==> config.mk <==
export PLATFORM = sky130hd
export DESIGN_NAME = mem_port_arbiter
export DESIGN_NICKNAME = d
export VERILOG_FILES = /design/src/rtl/mem_arb_pkg.sv /design/src/rtl/mem_port_arbiter.sv
export SDC_FILE = /design/constraint.sdc
export NUM_CORES = 1
export LEC_CHECK = 0
export ABC_AREA = 1
export CAP_MARGIN = 20
export CORE_MARGIN = 5
export CORE_UTILIZATION = 46
export DETAILED_ROUTE_END_ITERATION = 7
export PLACE_DENSITY_LB_ADDON = 0.25
export SETUP_SLACK_MARGIN = 0.1
export SYNTH_ARGS = -nofsm -noshare
export SYNTH_HDL_FRONTEND = slang
export SYNTH_SLANG_ARGS = --single-unit
==> constraint.sdc <==
create_clock -name i_clk -period 2.4 [get_ports i_clk]
set_input_delay 0.48 -clock i_clk [delete_from_list [all_inputs] [get_ports i_clk]]
set_output_delay 0.48 -clock i_clk [all_outputs]
set_load 0.005 [all_outputs]
==> src/rtl/mem_arb_pkg.sv <==
`default_nettype none
// ============================================================================
// Module  : mem_arb_pkg
// Purpose : Shared types and constants for the memory port arbiter.
//           arb_state_t - arbiter FSM states
//           gnt_t       - identity of the granted requester
//           IF_BMASK_ALL - all-ones byte mask used for instruction fetches;
//                          sliced to DATA_W/8 bits at the point of use
// Ports   : none (package)
// Revision: 1.0 - initial release
// ============================================================================
package mem_arb_pkg;

  typedef enum logic [1:0] {
    IDLE = 2'd0,
    BUSY = 2'd1,
    RESP = 2'd2
  } arb_state_t;

  typedef enum logic {
    GNT_IF = 1'b0,
    GNT_LS = 1'b1
  } gnt_t;

  // Wide enough for any supported data width (up to 512 bits).
  localparam int unsigned            MAX_BMASK_W  = 64;
  localparam logic [MAX_BMASK_W-1:0] IF_BMASK_ALL = '1;

endpackage : mem_arb_pkg
`default_nettype wire

==> src/rtl/mem_port_arbiter.sv <==
`default_nettype none
// ============================================================================
// Module  : mem_port_arbiter
// Purpose : Shares one memory port between instruction fetch (IF) and the
//           load/store unit (LSU). Round-robin on ties, registered memory
//           request, bounded wait for mem_ready with sticky timeout error,
//           one-cycle ack per completed access and a core stall output.
// Ports   : i_clk, i_rst_n          clock / async active-low reset
//           if_req/if_addr          fetch request in
//           if_rdata/if_ack         fetch response out
//           ls_req/ls_we/ls_addr/ls_wdata/ls_bmask   LSU request in
//           ls_rdata/ls_ack         LSU response out
//           mem_req/mem_we/mem_addr/mem_wdata/mem_bmask  memory request out
//           mem_rdata/mem_ready     memory response in
//           stall                   core freeze (combinational)
//           err/err_clr             sticky timeout flag and its clear
// Revision: 1.0 - initial release
// ============================================================================
module mem_port_arbiter
  import mem_arb_pkg::*;
#(
  parameter int ADDR_W   = 32,
  parameter int DATA_W   = 32,
  parameter int MAX_WAIT = 15
) (
  input  logic                i_clk,
  input  logic                i_rst_n,
  input  logic                if_req,
  input  logic [ADDR_W-1:0]   if_addr,
  output logic [DATA_W-1:0]   if_rdata,
  output logic                if_ack,
  input  logic                ls_req,
  input  logic                ls_we,
  input  logic [ADDR_W-1:0]   ls_addr,
  input  logic [DATA_W-1:0]   ls_wdata,
  input  logic [DATA_W/8-1:0] ls_bmask,
  output logic [DATA_W-1:0]   ls_rdata,
  output logic                ls_ack,
  output logic                mem_req,
  output logic                mem_we,
  output logic [ADDR_W-1:0]   mem_addr,
  output logic [DATA_W-1:0]   mem_wdata,
  output logic [DATA_W/8-1:0] mem_bmask,
  input  logic [DATA_W-1:0]   mem_rdata,
  input  logic                mem_ready,
  output logic                stall,
  output logic                err,
  input  logic                err_clr
);

  localparam int BM_W  = DATA_W / 8;
  localparam int CNT_W = $clog2(MAX_WAIT + 1);
  localparam logic [CNT_W-1:0] CNT_LAST = CNT_W'(MAX_WAIT - 1);
  localparam logic [BM_W-1:0]  IF_BMASK = IF_BMASK_ALL[BM_W-1:0];

  arb_state_t          state_q,     state_d;
  gnt_t                last_gnt_q,  last_gnt_d;
  logic [CNT_W-1:0]    cnt_q,       cnt_d;
  logic                mem_req_q,   mem_req_d;
  logic                mem_we_q,    mem_we_d;
  logic [ADDR_W-1:0]   mem_addr_q,  mem_addr_d;
  logic [DATA_W-1:0]   mem_wdata_q, mem_wdata_d;
  logic [BM_W-1:0]     mem_bmask_q, mem_bmask_d;
  logic [DATA_W-1:0]   if_rdata_q,  if_rdata_d;
  logic [DATA_W-1:0]   ls_rdata_q,  ls_rdata_d;
  logic                if_ack_q,    if_ack_d;
  logic                ls_ack_q,    ls_ack_d;
  logic                err_q,       err_d;
  gnt_t                win;
  logic                abort;

  always_ff @(posedge i_clk or negedge i_rst_n) begin
    if (!i_rst_n) begin
      state_q     <= IDLE;
      last_gnt_q  <= GNT_IF;
      cnt_q       <= '0;
      mem_req_q   <= 1'b0;
      mem_we_q    <= 1'b0;
      mem_addr_q  <= '0;
      mem_wdata_q <= '0;
      mem_bmask_q <= '0;
      if_rdata_q  <= '0;
      ls_rdata_q  <= '0;
      if_ack_q    <= 1'b0;
      ls_ack_q    <= 1'b0;
      err_q       <= 1'b0;
    end else begin
      state_q     <= state_d;
      last_gnt_q  <= last_gnt_d;
      cnt_q       <= cnt_d;
      mem_req_q   <= mem_req_d;
      mem_we_q    <= mem_we_d;
      mem_addr_q  <= mem_addr_d;
      mem_wdata_q <= mem_wdata_d;
      mem_bmask_q <= mem_bmask_d;
      if_rdata_q  <= if_rdata_d;
      ls_rdata_q  <= ls_rdata_d;
      if_ack_q    <= if_ack_d;
      ls_ack_q    <= ls_ack_d;
      err_q       <= err_d;
    end
  end

  always_comb begin
    state_d     = state_q;
    last_gnt_d  = last_gnt_q;
    cnt_d       = cnt_q;
    mem_req_d   = mem_req_q;
    mem_we_d    = mem_we_q;
    mem_addr_d  = mem_addr_q;
    mem_wdata_d = mem_wdata_q;
    mem_bmask_d = mem_bmask_q;
    if_rdata_d  = if_rdata_q;
    ls_rdata_d  = ls_rdata_q;
    if_ack_d    = 1'b0;
    ls_ack_d    = 1'b0;
    abort       = 1'b0;
    win         = GNT_IF;

    case (state_q)
      IDLE: begin
        if (if_req || ls_req) begin
          // Tie goes to whoever did not win last; after reset that is the LSU.
          if (if_req && ls_req) begin
            win = (last_gnt_q == GNT_IF) ? GNT_LS : GNT_IF;
          end else begin
            win = ls_req ? GNT_LS : GNT_IF;
          end
          last_gnt_d = win;
          cnt_d      = '0;
          mem_req_d  = 1'b1;
          if (win == GNT_LS) begin
            mem_we_d    = ls_we;
            mem_addr_d  = ls_addr;
            mem_wdata_d = ls_wdata;
            mem_bmask_d = ls_bmask;
          end else begin
            mem_we_d    = 1'b0;
            mem_addr_d  = if_addr;
            mem_wdata_d = '0;
            mem_bmask_d = IF_BMASK;
          end
          state_d = BUSY;
        end
      end

      BUSY: begin
        // Ready is checked first so a completion on the last allowed cycle
        // is not reported as a timeout.
        if (mem_ready) begin
          if (last_gnt_q == GNT_LS) begin
            ls_rdata_d = mem_we_q ? '0 : mem_rdata;
            ls_ack_d   = 1'b1;
          end else begin
            if_rdata_d = mem_rdata;
            if_ack_d   = 1'b1;
          end
          mem_req_d = 1'b0;
          state_d   = RESP;
        end else if (cnt_q == CNT_LAST) begin
          abort = 1'b1;
          if (last_gnt_q == GNT_LS) begin
            ls_rdata_d = '0;
            ls_ack_d   = 1'b1;
          end else begin
            if_rdata_d = '0;
            if_ack_d   = 1'b1;
          end
          mem_req_d = 1'b0;
          state_d   = RESP;
        end else begin
          cnt_d = cnt_q + CNT_W'(1);
        end
      end

      RESP: begin
        state_d = IDLE;
      end

      default: begin
        state_d   = IDLE;
        mem_req_d = 1'b0;
      end
    endcase

    // A timeout in the same cycle as a clear leaves the flag set.
    if (abort) begin
      err_d = 1'b1;
    end else if (err_clr) begin
      err_d = 1'b0;
    end else begin
      err_d = err_q;
    end
  end

  assign mem_req   = mem_req_q;
  assign mem_we    = mem_we_q;
  assign mem_addr  = mem_addr_q;
  assign mem_wdata = mem_wdata_q;
  assign mem_bmask = mem_bmask_q;
  assign if_rdata  = if_rdata_q;
  assign ls_rdata  = ls_rdata_q;
  assign if_ack    = if_ack_q;
  assign ls_ack    = ls_ack_q;
  assign err       = err_q;

  assign stall = (if_req & ~if_ack_q) | (ls_req & ~ls_ack_q);

endmodule : mem_port_arbiter
`default_nettype wire

-- After elaboration in Yosys (flattened, before gate mapping)
Index checks and enable logic that the tools add are counted.
- bits in registers: 144
- output and inout bits: 138
- word-level logic and storage cells: 82
- bits of input ports: 139
- bitwise gates (word level): 7
- mux-type cells: 42
- equality and inequality tests: 7
- reduce and logical (&&, ||, !) cells: 12
- add/sub/neg operators: 1
- operators with widths (cell ; count):
    two-way mux 32 bit ; 11
    two-way mux 1 bit ; 21
    two-way mux 4 bit ; 4
    AND reduction 3 bit ; 3
    case mux 4 bit (2 select lines) ; 1
    two-way mux 2 bit ; 3
    inequality test 2 bit, second input constant ; 3
    nonzero test 2 bit ; 3
    adder 4 x 1 -> 4 bit, second input constant ; 1
    equality test 4 bit, second input constant ; 1
    inverter 1 bit ; 4
    case mux 2 bit (2 select lines) ; 1
    AND reduction 2 bit ; 2
    AND reduction 4 bit ; 1
    inequality test 3 bit, second input constant ; 1
    case mux 1 bit (3 select lines) ; 1
    bitwise AND 1 bit ; 2
    equality test 2 x 1 -> 1 bit, second input constant ; 1
    equality test 2 bit, second input constant ; 1
    logical NOT 2 bit ; 1
    logical AND 1 bit ; 1
    logical OR 1 bit ; 1
    bitwise OR 1 bit ; 1

-- Logic depth before layout (Yosys ltp)
Gate-level depths: netlist of run 1.
- depth in word-level cells: 5
- depth in mapped cells: 8
- mapped depth without buffers: 8

-- Worst setup path after synthesis of run 1
No wires, ideal clock.
- path type: reg2reg
- from: register cnt_q[0]
- to: register ls_rdata_q[10] (netlist: ls_rdata[10])
- setup slack: 1.093 ns
- library setup time: 0.117 ns
- path buffers: 1
- stages on the path, launching flop included: 9
- period minus slack after synthesis: 1.307 ns
- data required time: 2.283 ns
- arrival: 1.190 ns
- path through: dfrtp_1 > inv_1 > ha_1 > nand3_2 > nand2_4 > nand3_4 > buf_2 > nand2_1 > nand2_1
- cells in the longest elaborated chain, start to end: 3
- RTL lines (what ; RTL line ; source):
    from (decl) ; mem_port_arbiter.sv:58 ; logic [CNT_W-1:0] cnt_q, cnt_d;
    from (signal assigned) ; mem_port_arbiter.sv:90 ; cnt_q <= cnt_d;
    equality test 4 bit ; mem_port_arbiter.sv:160 ; end else if (cnt_q == CNT_LAST) begin
    nonzero test 2 bit (no source line) ; -- ;
    AND reduction 3 bit (no source line) ; -- ;
    to (signal assigned) ; mem_port_arbiter.sv:97 ; ls_rdata_q <= ls_rdata_d;
    to (decl) ; mem_port_arbiter.sv:65 ; logic [DATA_W-1:0] ls_rdata_q, ls_rdata_d;
No other way between the ends.
A chain may end at the register's enable or synchronous reset.

-- Final worst setup path of run 1
- from: input ls_req
- to: output stall
- cells in the longest elaborated chain, start to end: 2
- RTL lines (what ; RTL line ; source):
    from (decl) ; mem_port_arbiter.sv:32 ; input logic ls_req,
    bitwise AND 1 bit ; mem_port_arbiter.sv:207 ; assign stall = (if_req & ~if_ack_q) | (ls_req & ~ls_ack_q);
    bitwise OR 1 bit ; mem_port_arbiter.sv:207 ;
    to (decl) ; mem_port_arbiter.sv:46 ; output logic stall,
No other way between the ends.

==> results of run 1 <==
==> registers in the layout, summed over array words and instances (netlist names) <==
| register | count |
|---|---|
| mem_wdata | 32 |
| ls_rdata | 32 |
| mem_we | 1 |
| err | 1 |
| cnt_q | 4 |
| if_rdata | 32 |
| if_ack | 1 |
| last_gnt_q | 1 |
| ls_ack | 1 |
| mem_addr | 32 |
| mem_req | 1 |
| state_q | 2 |
| mem_bmask | 4 |
==> cells by family (layout without fill, tap and decap cells) <==
logic type	Yosys count	count (layout)	synth area share, %
XOR/XNOR	1	1	0.134
flip-flops	144	144	55.1
buffers and inverters	73	338	5.70
AND/OR/NAND/NOR	600	600	38.3
AO/OA/AOI/OAI	4	4	0.402
adder cells (fa/ha/maj)	2	2	0.382
==> routing by layer <==
metal  vias to the layer above  track usage, %  part of all wire (%)
met5                         -               0                     0
met4                         0            8.89                   2.7
met3                        40            7.17                   8.8
met2                       262            40.7                    48
met1                      2981            32.8                    41
li1                       3114               -                     -
==> power by group through the flow <==
stage	clock, mW	sequential [mW]	combinational [mW]
floorplan	0	4.10	2.07
global placement	0	4.01	5.01
detailed placement	0	4.04	5.10
CTS	2.80	4.03	5.14
global route	2.92	4.16	5.55
finish	2.77	4.03	5.06
==> cells in the mapped netlist (all sizes together) <==
cell    number
nand2      441
nand3       40
inv         15
xor2         1
nor2        54
o21ai        1
o22ai        2
buf         46
dfrtp      144
clkbuf      12
a21oi        1
nand4       65
ha           2
==> per-stage QoR <==
step | setup slack (ns) | hold WS (ns)
after detailed placement | 0.190 | 0.457
after CTS | 0.185 | 0.0334
final | 0.172 | 0.0263
after global routing | 0.129 | 0.0584
after floorplan | 1.09 | 0.184
after global placement | 0.197 | 0.453
==> final cells by class <==
cell class                      instances  area (um2)  area share [%]
Sequential cell                       144        3600            36.0
Timing Repair Buffer                  292        2930            29.2
Multi-Input combinational cell        607        2590            25.8
Clock buffer                           17         425            4.25
Tap cell                              180         225            2.25
Clock inverter                         14         193            1.92
Inverter                               15        56.3           0.562
==> how the worst min path moves through the flow <==
stage / from / endpoint / slack (ns) / cells past startpoint
6_report: i_rst_n / mem_wdata[28] / 0.03 / 1
5_1_grt: i_rst_n / mem_wdata[28] / 0.06 / 1
4_1_cts: i_rst_n / mem_wdata[23] / 0.03 / 1
3_5_place_dp: ls_rdata[2] / ls_rdata[2] / 0.46 / 2
3_3_place_gp: if_rdata[19] / if_rdata[19] / 0.45 / 2
2_1_floorplan: i_rst_n / cnt_q[0] / 0.18 / 0
==> worst max-delay path: stages <==
cell	delay, ns
clkdlybuf4s50_1	0.51
inv_1	0.11
o22ai_2	0.13
clkdlybuf4s50_1	0.52
==> results_dict.tcl, run 1 <==
set metrics [dict create \
    run_status "completed" \
    cp-start-kind "input pin" \
    nFillCells 1103 \
    finalCritPeriodShare_pct 92.8 \
    post_dp_cell_area_mm2 0.00939 \
    cts.sinks 144 \
    crit_type "in -> out" \
    cp-endpoint "stall" \
    fin_nets 1218 \
    diodes 0 \
    post_cts_buffers 0 \
    drt_iter0_drc 589 \
    antenna_found_initial 0 \
    r2r_setup_slack_ns 0.43 \
    area_growth_pct 53.2 \
    clock_path_buffers 2 \
    rsz0062_at_grt "no" \
    grt_pass1_wl_um 33100 \
    crit_path_end_kind "output port" \
    ys_seq_area_share_pct 55.1 \
    hold_class "in -> async" \
    p_sw_mw 4.11 \
    worstReg2RegEnd "if_rdata[4]" \
    cts_tree "yes" \
    yosys.area.top_type_share_pct 55.1 \
    ir_drop_mv 0.637 \
    first_pass_iters 5 \
    final_common_cell "nand2_1" \
    fin_area_mm2 0.0100 \
    power_mw 11.9 \
    post_cts_resized 0 \
    setup_viol 0 \
    crit_required_ns 1.92 \
    clk_pin_slew_ns 0.06 \
    drc 0 \
    die_area_mm2 0.0167 \
    place.gp.congestion 0.819 \
    io_pins 277 \
    synth_area_leaders "dfrtp_1 (55%), nand2_1 (25%), nand4_1 (6.2%), nor2_1 (3.0%), nand3_1 (2.8%)" \
    cts_made_buffers 17 \
    syn_nets 965 \
    slew_violations 0 \
    placed_cells 1238 \
    power.internal_mw 7.75 \
    ys_ff_latch 144 \
    rr_startpoint "cnt_q[0]" \
    die_h_um 129 \
    critPathMaxFanout 3 \
    setup_tns_ns 0 \
    timing.fmax_mhz 449 \
    leakagePower_nw 5.04 \
    drive_gt1_share_pct 5.42 \
    floorplan.initialDensity_pct 46.9 \
    drv_cap 0 \
    yosysWarnings 0 \
    layout_common_cells "nand2_1 (439), clkdlybuf4s50_1 (274), dfrtp_1 (144), nand4_1 (65), nor2_1 (53)" \
    rows 43 \
    synth_area_per_cell_um2 7.94 \
    post-route-util_pct 71.9 \
    layout.cells.non_filler 1269 \
    dp_hpwl_um 14900 \
    clk_latency_ns 0.41 \
    grt_pass1_vias 6023 \
    startpoint "ls_req" \
    h-tree-depth 4 \
    vias 6397 \
    rr_worst_depth 7 \
    hold_viol_final 0 \
    tightestPinTransition_ns 0.630 \
    syn_area_mm2 0.00654 \
    antenna_left 0 \
    syn_inst 824 \
    die_width_um 129 \
    power.share.switching_pct 34.7 \
    gr-usage-all-layers_pct 25.2 \
    wirelength_um 21200 \
    combinationalPowerShare_pct 42.7 \
    seq_power_share_pct 34.0 \
    globalRoute.totalOverflow 0 \
    layout_min_cycle_time_ns 2.23 \
    grt_max_degree 67 \
    io_buffers 276 \
    p_per_area_mw_per_mm2 1180 \
    yosysUniqueCellTypes 21 \
    routedWlPerCell_um 16.7 \
    pwr-share-clk_pct 23.3 \
    fin_skew_ns 0.00861 \
    postCtsHoldBufs 0 \
    yosysTopAreaCell "dfrtp_1" \
    vias_per_cell 5.04 \
    slew_headroom_pct 58.0 \
    core_mm2 0.0139 \
    critical_path_arrival_ns 1.75 \
    root_buffer "clkbuf_16" \
]
Note: power is estimated with default switching activity, not from simulation.
==> run 2: changes to the inputs <==
Settings changed: CAP_MARGIN 20 to default, PLACE_DENSITY from default to 0.95, PLACE_DENSITY_LB_ADDON 0.25 to default.
==> results_dict.tcl, run 2 (synthesis gave the netlist of run 1 again) <==
set metrics [dict create \
    grt_pass1_vias 6464 \
    leakagePower_nw 5.03 \
    setup_viol 0 \
    cts_tree "yes" \
    cts_made_buffers 17 \
    vias_per_cell 5.17 \
    area_growth_pct 53.0 \
    seq_power_share_pct 34.7 \
    worstReg2RegEnd "ls_rdata[7]" \
    floorplan.initialDensity_pct 46.9 \
    critPathMostFrequentCell "nand2_1" \
    io_pins 277 \
    die_h_um 129 \
    ir_drop_mv 0.596 \
    crit_path_end_kind "flop" \
    gr-usage-all-layers_pct 25.4 \
    setup_tns_ns 0 \
    rr_startpoint "cnt_q[0]" \
    slew_headroom_pct 54.9 \
    crit_required_ns 2.70 \
    slew_violations 0 \
    critPathMaxFanout 35 \
    combinationalPowerShare_pct 42.8 \
    hold_class "in -> async" \
    slowest_stage "dfrtp_1" \
    clock_path_buffers 2 \
    p_sw_mw 4.18 \
    globalRoute.totalOverflow 0 \
    cp-start-kind "flop" \
    clk_pin_slew_ns 0.06 \
    run_status "completed" \
    fin_nets 1219 \
    cp_top_family "simple AND/OR/NAND/NOR gates" \
    diodes 0 \
    core_mm2 0.0139 \
    tightestPinTransition_ns 0.676 \
    post-route-util_pct 71.8 \
    layout_min_cycle_time_ns 1.99 \
    h-tree-depth 4 \
    routedWlPerCell_um 17.2 \
    post_cts_buffers 0 \
    critical_path_arrival_ns 2.29 \
    p_per_area_mw_per_mm2 1180 \
    post_dp_cell_area_mm2 0.00941 \
    layout_common_cells "nand2_1 (439), clkdlybuf4s50_1 (273), dfrtp_1 (144), nand4_1 (65), nor2_1 (53)" \
    drv_cap 0 \
    wirelength_um 21900 \
    cts.sinks 144 \
    vias 6568 \
    dp_hpwl_um 15500 \
    drive_gt1_share_pct 5.41 \
    finalCritPeriodShare_pct 82.9 \
    io_buffers 276 \
    cp-endpoint "ls_rdata[7]" \
    die_width_um 129 \
    r2r_setup_slack_ns 0.41 \
    first_pass_iters 5 \
    grt_max_degree 67 \
    rows 43 \
    place.gp.congestion 0.865 \
    power.share.switching_pct 35.4 \
    drc 0 \
    grt_pass1_wl_um 33100 \
    whs_ns 0.0272 \
    clk_latency_ns 0.42 \
    timing.critical_path.buf_inv 1 \
    pwr-share-clk_pct 22.4 \
    hold_viol_final 0 \
    crit_type "reg -> reg" \
    final_common_cell "nand2_1" \
    antenna_found_initial 1 \
    crit_chain "inv_1 > ha_1 > nand3_2 > nand2_4 > nand3_4 > nand2_1 > nand2_1" \
    timing.fmax_mhz 503 \
    slowest_delay_ns 0.44 \
    cp.depth 7 \
    startpoint "cnt_q[0]" \
    fin_area_mm2 0.0100 \
    root_buffer "clkbuf_16" \
    fin_skew_ns 0.00736 \
    antenna_left 0 \
    power.internal_mw 7.62 \
    rr_worst_depth 7 \
    rsz0062_at_grt "no" \
    drt_iter0_drc 554 \
    die_area_mm2 0.0167 \
]
[run 2: changes by cell type in the layout (fill, tap and decap cells not counted), sizes merged]
cell and change:
clkinv -6, clkbuf +3, clkinvlp +3, inv +3, bufinv -2, buf +1
clkdlybuf4s50 -1, dlymetal6s2s +1
[run 2: worst min-delay path by stage]
stage | start | end | slack [ns]
CTS | i_rst_n | mem_wdata[8] | 0.04
global route | i_rst_n | mem_wdata[4] | 0.06
floorplan | i_rst_n | cnt_q[0] | 0.18
finish | i_rst_n | mem_wdata[8] | 0.03
global placement | ls_rdata[6] | ls_rdata[6] | 0.45
detailed placement | ls_rdata[6] | ls_rdata[6] | 0.46
[run 2: area by class of cell]
type | instances | area (um2)
clock inverters | 12 | 133
fillers | 1020 | 3930
multi-input cells | 607 | 2580
clock buffers | 20 | 457
flip-flops and latches | 144 | 3600
inverters | 15 | 56.3
repair buffers | 293 | 2950
well taps | 180 | 225
[run 2: power groups by stage]
| stage | logic [mW] | clock network (mW) | registers (mW) |
|---|---|---|---|
| after floorplan | 2.07 | 0 | 4.10 |
| after CTS | 5.12 | 2.67 | 4.09 |
| after global placement | 4.93 | 0 | 4.06 |
| final | 5.05 | 2.65 | 4.10 |
| after detailed placement | 5.07 | 0 | 4.09 |
| after global routing | 5.50 | 2.79 | 4.22 |
[run 2: stage by stage]
step	power (mW)	std cells	worst slack [ns]
6_report	11.8	1271	0.410
5_1_grt	12.5	1271	0.264
4_1_cts	11.9	1271	0.148
3_5_place_dp	9.17	1239	0.151
3_3_place_gp	8.98	1239	0.148
2_1_floorplan	6.17	824	1.09
[run 2: what timing repair did]
action,CTS,global route
gates resized for setup,0,1
endpoints found under the setup margin,0,1
hold buffers,0,0
endpoints found under the hold margin,0,0
[run 2: metal layers]
layer	track usage [%]	up-vias	routed length, um
met2	41.6	335	10400
met1	30.0	3060	8140
li1	-	3113	-
met3	8.45	58	2270
met4	12.7	2	994
met5	0	-	13
==> run 3: changes to the inputs <==
Settings changed: CORE_UTILIZATION 46 to 43, PLACE_DENSITY 0.95 to 0.91.
Clock period 2.4 ns to 1.95 ns, I/O delays scaled along.
==> results_dict.tcl, run 3 (synthesis gave the netlist of run 1 again) <==
set metrics [dict create \
    grt_pass1_wl_um 34500 \
    ir_drop_mv 0.815 \
    fin_nets 1223 \
    area_growth_pct 54.8 \
    grt_pass1_vias 6485 \
    antenna_found_initial 0 \
    rr_worst_depth 7 \
    clk_latency_ns 0.42 \
    worst_slack_ns 0.192 \
    clock_path_buffers 2 \
    run_status "completed" \
    vias 6540 \
    crit_type "in -> out" \
    fin_skew_ns 0.0123 \
    worstReg2RegEnd "if_rdata[3]" \
    tightestPinTransition_ns 0.429 \
    wirelength_um 21800 \
    power_mw 14.8 \
    multi_input_comb_area_mm2 0.00258 \
    nFillCells 1174 \
    slowest_stage "clkdlybuf4s50_1" \
    slew_headroom_pct 71.4 \
    rows 45 \
    clk_pin_slew_ns 0.06 \
    cp.depth 4 \
    rsz0062_at_grt "yes" \
    cts_tree "yes" \
    layout_min_cycle_time_ns 1.76 \
    critical_path_arrival_ns 1.37 \
    critPathMaxFanout 2 \
    leakagePower_nw 5.08 \
    layout_common_cells "nand2_1 (439), clkdlybuf4s50_1 (273), dfrtp_1 (144), nand4_1 (65), nor2_1 (53)" \
    drive_gt1_share_pct 5.66 \
    grt_max_degree 65 \
    place.gp.congestion 0.798 \
    whs_path_depth 4 \
    crit_path_end_kind "output port" \
    hold_class "in -> reg" \
    dp_hpwl_um 15500 \
    final_common_cell "nand2_1" \
    diodes 0 \
    finalCritPeriodShare_pct 90.2 \
    post_dp_cell_area_mm2 0.00947 \
    h-tree-depth 4 \
    gr-usage-all-layers_pct 24.2 \
    cts.sinks 144 \
    layout.cells.non_filler 1283 \
    p_per_area_mw_per_mm2 1460 \
    die_h_um 133 \
    globalRoute.totalOverflow 0 \
    pre_cts_slack_ns -0.0683 \
    io_buffers 276 \
    setup_viol 0 \
    die_area_mm2 0.0178 \
    placed_cells 1250 \
    cp_top_family "buffers and inverters" \
    r2r_setup_slack_ns 0.20 \
    routedWlPerCell_um 17.0 \
    crit_required_ns 1.56 \
    io_pins 277 \
    vias_per_cell 5.10 \
    drv_cap 0 \
    ff_latch_area_mm2 0.00360 \
    root_buffer "clkbuf_16" \
    antenna_left 0 \
    floorplan.initialDensity_pct 43.3 \
    crit_chain "clkdlybuf4s50_1 > inv_1 > o22ai_1 > dlygate4sd2_1" \
    timing.critical_path.buf_inv 3 \
    core_mm2 0.0151 \
    min_to "err" \
    cp-start-kind "input pin" \
    setup_tns_ns 0 \
    drt_iter0_drc 389 \
    slew_violations 0 \
    timing.fmax_mhz 569 \
    die_width_um 133 \
    post_cts_buffers 0 \
    cts_made_buffers 17 \
    drc 0 \
    rr_startpoint "cnt_q[0]" \
    slowest_delay_ns 0.47 \
    hold_viol_final 0 \
    fin_area_mm2 0.0101 \
    worstHoldStart "mem_ready" \
    first_pass_iters 5 \
]
run 3: repair_timing:
action                                  4_1_cts  5_1_grt
hold buffers                                  1        0
cloned                                        0        0
endpoints found under the setup margin        1       16
resized for setup                             1        0
hold endpoints to repair                     39        0
run 3: routing by layer:
layer / routed length (um) / track usage [%] / part of all wire [%] / up-vias
met5: 0 / 0 / 0 / -
met4: 539 / 8.23 / 2.5 / 0
met3: 1980 / 8.27 / 9.0 / 39
met2: 10700 / 40.4 / 49 / 311
met1: 8610 / 29.6 / 39 / 3064
li1: - / - / - / 3126
run 3: through the flow:
stage,hold slack [ns],util [%]
final,0.453,67.1
after global routing,0.467,67.1
after CTS,0.444,67.1
after detailed placement,0.345,62.8
after global placement,0.342,62.8
after floorplan,0.0944,-
run 3: how the worst max path moves through the flow:
stage | slack [ns] | endpoint | startpoint
global route | 0.06 | if_rdata[3] | cnt_q[0]
finish | 0.19 | stall | if_req
floorplan | 0.64 | ls_rdata[10] | cnt_q[0]
detailed placement | -0.07 | stall | if_req
global placement | -0.02 | stall | if_req
CTS | 0.18 | ls_rdata[26] | cnt_q[0]
run 3: worst min-delay path, stage by stage:
cell and delay [ns]:
buf_2 0.11, inv_1 0.08, nand3_1 0.14, o22ai_1 0.09
run 3: power breakdown:
part / switching, mW / total (mW) / internal, mW
combinational: 3.05 / 6.23 / 3.18
clock: 1.29 / 3.55 / 2.26
sequential: 0.748 / 5.00 / 4.25
run 3: final cells by class:
type                       instances  area share (%)
sequential                       144            35.6
timing repair buffer             297            29.7
multi-input combinational        607            25.5
clock buffer                      21            4.65
tap                              188            2.32
clock inverter                    11            1.74
inverter                          15           0.556
